==> src/rtl/result_batch_reader.sv <==
// Captures CNN result words into a local buffer and returns them to the processor
// in packed batches of BATCH signed fields per rd_en strobe.
// Optional build macro: RESULT_SAT_EN (saturate instead of truncate on capture).
//
// state | meaning
// IDLE  | waiting for rd_en
// RD    | issuing BATCH synchronous buffer reads, one per cycle
// PACK  | last read data arrives; packed word driven on gpio_io_o
module result_batch_reader #(
  parameter int RES_IN_W  = 16,
  parameter int DATA_W    = 10,
  parameter int BATCH     = 3,
  parameter int DEPTH     = 48,
  parameter int EXPECT_M1 = 42,
  parameter int EXPECT_M0 = 36
) (
  input  logic                       sys_clk,
  input  logic                       rst_n,
  input  logic                       cal_start,
  input  logic                       mode,
  input  logic                       rd_en,
  input  logic                       res_valid,
  input  logic signed [RES_IN_W-1:0] res_data,
  output logic [31:0]                gpio_io_o,
  output logic                       out_valid,
  output logic                       cal_done,
  output logic                       rd_busy,
  output logic                       err
);

  localparam int ADDR_W = $clog2(DEPTH);
  localparam int PTR_W  = ADDR_W + 1;
  localparam int K_W    = (BATCH > 1) ? $clog2(BATCH) : 1;
  localparam logic [PTR_W-1:0] DEPTH_P = PTR_W'(DEPTH);
  localparam logic [PTR_W-1:0] EXP1_P  = PTR_W'(EXPECT_M1);
  localparam logic [PTR_W-1:0] EXP0_P  = PTR_W'(EXPECT_M0);
  localparam logic [PTR_W-1:0] BATCH_P = PTR_W'(BATCH);
  localparam logic [K_W-1:0]   K_LAST  = K_W'(BATCH - 1);

  typedef enum logic [1:0] {IDLE, RD, PACK} state_t;

  state_t              state_q, state_d;
  logic [K_W-1:0]      k_q, k_d;
  logic [PTR_W-1:0]    wr_ptr_q, wr_ptr_d;
  logic [ADDR_W-1:0]   rd_ptr_q, rd_ptr_d;
  logic                mode_q, mode_d;
  logic                cal_done_q, cal_done_d;
  logic                err_q, err_d;
  logic                toggle_q, toggle_d;
  logic                uf_q, uf_d;
  logic [31:0]         gpio_q, gpio_d;
  logic                out_valid_q, out_valid_d;
  logic                rd_vld_q, rd_vld_d;
  logic [K_W-1:0]      rd_idx_q, rd_idx_d;
  logic                rd_zero_q, rd_zero_d;
  logic [DATA_W-1:0]   fields_q [BATCH];
  logic [DATA_W-1:0]   fields_d [BATCH];

  logic [DATA_W-1:0]   mem_q [DEPTH];
  logic [DATA_W-1:0]   buf_rd_q;
  logic [DATA_W-1:0]   conv_data;
  logic                wr_en;
  logic                rd_issue;
  logic [PTR_W-1:0]    rd_sum;
  logic [ADDR_W-1:0]   rd_addr;
  logic                rd_oob;
  logic [PTR_W-1:0]    nxt_sum;
  logic [PTR_W-1:0]    expect_cnt;
  logic [29:0]         packed_d;

`ifdef RESULT_SAT_EN
  localparam logic signed [RES_IN_W-1:0] SAT_MAX = RES_IN_W'((1 << (DATA_W - 1)) - 1);
  localparam logic signed [RES_IN_W-1:0] SAT_MIN = ~SAT_MAX;

  always_comb begin
    if (res_data > SAT_MAX)      conv_data = SAT_MAX[DATA_W-1:0];
    else if (res_data < SAT_MIN) conv_data = SAT_MIN[DATA_W-1:0];
    else                         conv_data = res_data[DATA_W-1:0];
  end
`else
  logic unused_res_hi;
  assign conv_data     = res_data[DATA_W-1:0];
  assign unused_res_hi = ^res_data[RES_IN_W-1:DATA_W];
`endif

  assign wr_en      = res_valid && !cal_start && (wr_ptr_q < DEPTH_P);
  assign rd_issue   = (state_q == RD) && !cal_start;
  assign expect_cnt = mode_q ? EXP1_P : EXP0_P;

  // Read address and next batch pointer both wrap modulo DEPTH.
  always_comb begin
    rd_sum = {1'b0, rd_ptr_q} + PTR_W'(k_q);
    if (rd_sum >= DEPTH_P) rd_sum = rd_sum - DEPTH_P;
    rd_addr = rd_sum[ADDR_W-1:0];
    rd_oob  = (rd_sum >= wr_ptr_q);
    nxt_sum = {1'b0, rd_ptr_q} + BATCH_P;
    if (nxt_sum >= DEPTH_P) nxt_sum = nxt_sum - DEPTH_P;
  end

  always_ff @(posedge sys_clk) begin
    if (wr_en)    mem_q[wr_ptr_q[ADDR_W-1:0]] <= conv_data;
    if (rd_issue) buf_rd_q <= mem_q[rd_addr];
  end

  // Read data lands one cycle after issue; it is folded into fields_d so
  // PACK can use the final field without an extra cycle.
  always_comb begin
    for (int i = 0; i < BATCH; i++) fields_d[i] = fields_q[i];
    if (rd_vld_q && !cal_start)
      fields_d[rd_idx_q] = rd_zero_q ? '0 : buf_rd_q;
    packed_d = '0;
    for (int i = 0; i < BATCH; i++) packed_d[i*DATA_W +: DATA_W] = fields_d[i];
  end

  always_comb begin
    state_d     = state_q;
    k_d         = k_q;
    wr_ptr_d    = wr_ptr_q;
    rd_ptr_d    = rd_ptr_q;
    mode_d      = mode_q;
    cal_done_d  = cal_done_q;
    err_d       = err_q;
    toggle_d    = toggle_q;
    uf_d        = uf_q;
    gpio_d      = gpio_q;
    out_valid_d = 1'b0;
    rd_vld_d    = 1'b0;
    rd_idx_d    = rd_idx_q;
    rd_zero_d   = 1'b0;

    if (cal_start) begin
      state_d    = IDLE;
      k_d        = '0;
      wr_ptr_d   = '0;
      rd_ptr_d   = '0;
      mode_d     = mode;
      cal_done_d = 1'b0;
      err_d      = 1'b0;
      toggle_d   = 1'b0;
      uf_d       = 1'b0;
      gpio_d     = '0;
    end else begin
      cal_done_d = (wr_ptr_q >= expect_cnt);
      if (wr_en) wr_ptr_d = wr_ptr_q + 1'b1;
      if (res_valid && (wr_ptr_q == DEPTH_P)) err_d = 1'b1;
      if (rd_en && (state_q != IDLE)) err_d = 1'b1;

      case (state_q)
        IDLE: begin
          if (rd_en) begin
            state_d = RD;
            k_d     = '0;
            uf_d    = 1'b0;
          end
        end
        RD: begin
          rd_vld_d  = 1'b1;
          rd_idx_d  = k_q;
          rd_zero_d = rd_oob;
          if (rd_oob) uf_d = 1'b1;
          if (k_q == K_LAST) state_d = PACK;
          else               k_d = k_q + 1'b1;
        end
        PACK: begin
          toggle_d    = ~toggle_q;
          gpio_d      = {~toggle_q, uf_q, packed_d};
          out_valid_d = 1'b1;
          rd_ptr_d    = nxt_sum[ADDR_W-1:0];
          state_d     = IDLE;
        end
        default: state_d = IDLE;
      endcase
    end
  end

  always_ff @(posedge sys_clk or negedge rst_n) begin
    if (!rst_n) begin
      state_q     <= IDLE;
      k_q         <= '0;
      wr_ptr_q    <= '0;
      rd_ptr_q    <= '0;
      mode_q      <= 1'b1;
      cal_done_q  <= 1'b0;
      err_q       <= 1'b0;
      toggle_q    <= 1'b0;
      uf_q        <= 1'b0;
      gpio_q      <= '0;
      out_valid_q <= 1'b0;
      rd_vld_q    <= 1'b0;
      rd_idx_q    <= '0;
      rd_zero_q   <= 1'b0;
      for (int i = 0; i < BATCH; i++) fields_q[i] <= '0;
    end else begin
      state_q     <= state_d;
      k_q         <= k_d;
      wr_ptr_q    <= wr_ptr_d;
      rd_ptr_q    <= rd_ptr_d;
      mode_q      <= mode_d;
      cal_done_q  <= cal_done_d;
      err_q       <= err_d;
      toggle_q    <= toggle_d;
      uf_q        <= uf_d;
      gpio_q      <= gpio_d;
      out_valid_q <= out_valid_d;
      rd_vld_q    <= rd_vld_d;
      rd_idx_q    <= rd_idx_d;
      rd_zero_q   <= rd_zero_d;
      for (int i = 0; i < BATCH; i++) fields_q[i] <= fields_d[i];
    end
  end

  assign gpio_io_o = gpio_q;
  assign out_valid = out_valid_q;
  assign cal_done  = cal_done_q;
  assign rd_busy   = (state_q != IDLE);
  assign err       = err_q;

endmodule
==> config.mk <==
export PLATFORM = sky130hd
export DESIGN_NAME = result_batch_reader
export DESIGN_NICKNAME = d
export VERILOG_FILES = /design/src/rtl/result_batch_reader.sv
export SDC_FILE = /design/constraint.sdc
export NUM_CORES = 1
export LEC_CHECK = 0
export BUFFER_PORTS_ARGS = -buffer_cell sky130_fd_sc_hd__buf_4
export CAP_MARGIN = 15
export CORE_MARGIN = 2
export CORE_UTILIZATION = 63
export DETAILED_ROUTE_END_ITERATION = 10
export GPL_TIMING_DRIVEN = 0
export PLACE_DENSITY_LB_ADDON = 0.12
export SKIP_LAST_GASP = 1
export SYNTH_ARGS = -nofsm -noshare
export SYNTH_HDL_FRONTEND = slang
export SYNTH_SLANG_ARGS = --single-unit
==> constraint.sdc <==
create_clock -name sys_clk -period 6.6 [get_ports sys_clk]
set_input_delay 1.32 -clock sys_clk [delete_from_list [all_inputs] [get_ports sys_clk]]
set_output_delay 1.32 -clock sys_clk [all_outputs]
set_load 0.01 [all_outputs]
==> results.txt <==
DR vias -> 11700
GP Congestion -> 0.806
kind of critical path -> reg -> reg
CTS tree -> built
final hold violations -> 0
Fin Setup TNS -> 0 ps
Max Cap Viol -> 0
Syn. warnings -> 0
NetSw -> 1.57 mW
cts repair resizes -> 0
initial antenna violation count -> 0
Design Area, Final -> 0.0257 sq mm
Worst VDD drop -> 324 uV
I/O Buffers -> 51
Top FF cell, synth -> edfxtp_1
switching part of the total power -> 0.205
post-CTS setup buffers -> 0
Reg2Reg Launch Point -> rd_ptr_q[0]
sequential element share of the synthesized area -> 0.739
clock skew -> 13.1 ps
sequential share of power -> 0.527
Async SR Flop Fraction -> 0.152
Avg Inst Size Synth -> 18.7 sq um
Core Util, Final -> 0.722
Setup crit end kind -> flop
static leakage -> 8.82 nW
RSZ-0062 raised after global routing -> false
drt pass-1 iters -> 5
Slew @ Worst Pin -> 1140 ps
drt initial violations -> 1148
Clk pwr share -> 0.417
outcome -> completed
nets@finish -> 1376
CTS hold repair buffers -> 0
fin crit period -> 4380 ps
Syn-to-layout area delta -> 12.4%
Worst Hold Class -> reg -> reg
post-DR wirelength/cell -> 26.6 um
synthesized cell area -> 0.0229 sq mm
Worst Reg-to-Reg Cells -> 9
Rows -> 69
CP arrival -> 4710 ps
CTS Buf Count -> 56
top cells by area, synth -> edfxtp_1 (64%), mux4_2 (15%), dfrtp_1 (9.5%)
count leader, synth -> edfxtp_1
Critical Path End -> buf_rd_q[6]
setup violators final -> 0
Tot GR Track Use -> 0.268
synth cell count leaders -> edfxtp_1 (490), mux4_2 (150), nand2_1 (115)
period utilization -> 0.664
area share of the largest cell type after synthesis -> 0.642
synth unique cells -> 47
EDFF count, synth -> 490
Crit path required time -> 6930 ps
CTS clock-pin slew for the worst setup and hold paths -> 60 ps
instance area after placement -> 0.0239 sq mm
area of the multi-input gates -> 0.00554 sq mm
clk root buf -> clkbuf_16
flip-flop and latch count after synthesis -> 578
startpoint types -> flop
Pwr Total -> 7.66 mW
Reg2Reg Capture Point -> buf_rd_q[6]
clock buffer depth -> 3
layout cell share with drive strength beyond 1 -> 0.225
DRC -> 0
Slew Limit Headroom -> 0.239
Die ar. -> 0.0379 sq mm
Die H -> 195 um
Final HPWL DP -> 30600 um
largest net degree at the start of global routing -> 89
Top Ports -> 58
Routed Antenna Nets -> 0
syn nets -> 1265
CTS Sinks -> 578
core footprint -> 0.0357 sq mm
first-pass GRT wire length -> 74100 um
Die Width -> 195 um
DR vias/cell -> 6.35
final hold slack -> 496 ps
power per cell area -> 297 mW/mm^2
CP Launch Point -> rd_ptr_q[0]
Logic pwr share -> 0.056
fmax -> 228 MHz
# fillers -> 2112
Yosys top cell by area -> edfxtp_1
register area -> 0.0169 sq mm
post-synthesis instance total -> 1222
H-Tree Depth -> 2
Initial Utilization -> 0.642
final wirelength -> 48900 um
Worst-Skew Late Latency -> 600 ps
Antenna Cells -> 0
vias in the first global route -> 11600
max-slew violation count -> 0
Max Fanout on Critical Path -> 10
grt total ovfl -> 0
setup slack, reg-to-reg -> 2220 ps
Int Power -> 6.09 mW
## power by group through the flow
stage                     clock network [mW]  registers [mW]  logic, mW
after floorplan                            0            4.11      0.255
after global placement                     0            4.11      0.415
after detailed placement                   0            4.11      0.425
after CTS                               3.23            4.04      0.428
after global routing                    3.36            4.04      0.460
final                                   3.19            4.04      0.426
## cell usage in the layout, fill, tap and decap left out, types with 4 or more instances in the layout
| cell | n |
|---|---|
| a21o_1 | 5 |
| a21oi_1 | 57 |
| buf_1 | 4 |
| buf_2 | 10 |
| buf_4 | 54 |
| buf_6 | 6 |
| bufinv_16 | 7 |
| clkbuf_1 | 48 |
| clkbuf_16 | 58 |
| clkinv_1 | 14 |
| clkinv_2 | 8 |
| dfrtp_1 | 87 |
| edfxtp_1 | 490 |
| ha_1 | 20 |
| inv_1 | 23 |
| mux2i_1 | 11 |
| mux4_2 | 150 |
| nand2_1 | 115 |
| nand2b_1 | 14 |
| nand3_1 | 15 |
| nor2_1 | 81 |
| o21ai_0 | 37 |
| or3_1 | 5 |
| xnor2_1 | 7 |
| xor2_1 | 4 |
## logic make-up (layout without fill, tap and decap cells)
group	count (synthesis)	count (layout)	share of synthesized area
AND/OR/NAND/NOR	250	250	0.0463
flip-flops	578	578	0.739
multiplexers	161	161	0.152
XOR/XNOR	11	11	0.00421
buffers and inverters	88	243	0.0195
adder cells (fa/ha/maj)	21	21	0.0118
AO/OA/AOI/OAI	113	113	0.0272
## worst max-delay path: stages, from the launching register on
cell,delay (ps)
dfrtp_1,440
ha_1,220
inv_1,60
fa_1,700
clkbuf_1,610
clkbuf_1,550
mux4_2,460
mux4_2,550
mux2i_1,390
a21oi_1,120
## routing by layer
layer	vias to the layer above	routed length [um]	global-route usage
li1	5012	-	-
met1	6104	20600	0.409
met2	472	23500	0.412
met3	80	3690	0.0403
met4	0	1110	0.0823
met5	-	0	0
## state kept, by name (all words and copies together), names as in the netlist
| name | count |
|---|---|
| wr_ptr_q | 7 |
| state_q | 2 |
| toggle_q | 1 |
| out_valid | 1 |
| rd_zero_q | 1 |
| fields_q | 30 |
| rd_idx_q | 2 |
| mode_q | 1 |
| cal_done | 1 |
| gpio_io_o | 31 |
| rd_vld_q | 1 |
| rd_ptr_q | 6 |
| mem_q | 480 |
| buf_rd_q | 10 |
| k_q | 2 |
| uf_q | 1 |
| err | 1 |
## through the flow
| step | instances | worst slack [ps] |
|---|---|---|
| final | 1838 | 2220 |
| after global routing | 1838 | 2110 |
| after CTS | 1837 | 2230 |
| after detailed placement | 1735 | 2250 |
| after global placement | 1734 | 2270 |
| after floorplan | 1222 | 2970 |
## how the worst min path moves through the flow
stage / from / endpoint / cells past startpoint
final: fields_q[28] / fields_q[28] / 2
after global routing: fields_q[28] / fields_q[28] / 2
after CTS: fields_q[28] / fields_q[28] / 2
after detailed placement: fields_q[28] / fields_q[28] / 2
after global placement: fields_q[22] / fields_q[22] / 2
after floorplan: fields_q[0] / fields_q[0] / 2
## final cells by class
type                       instances  area share
multi-input combinational        556       0.215
tap                              461      0.0224
clock buffer                      72      0.0593
clock inverter                    30      0.0123
timing repair buffer              53      0.0164
buffer                            63      0.0137
sequential                       578       0.657
inverter                          25     0.00364
Note: power is estimated with default switching activity, not from simulation.
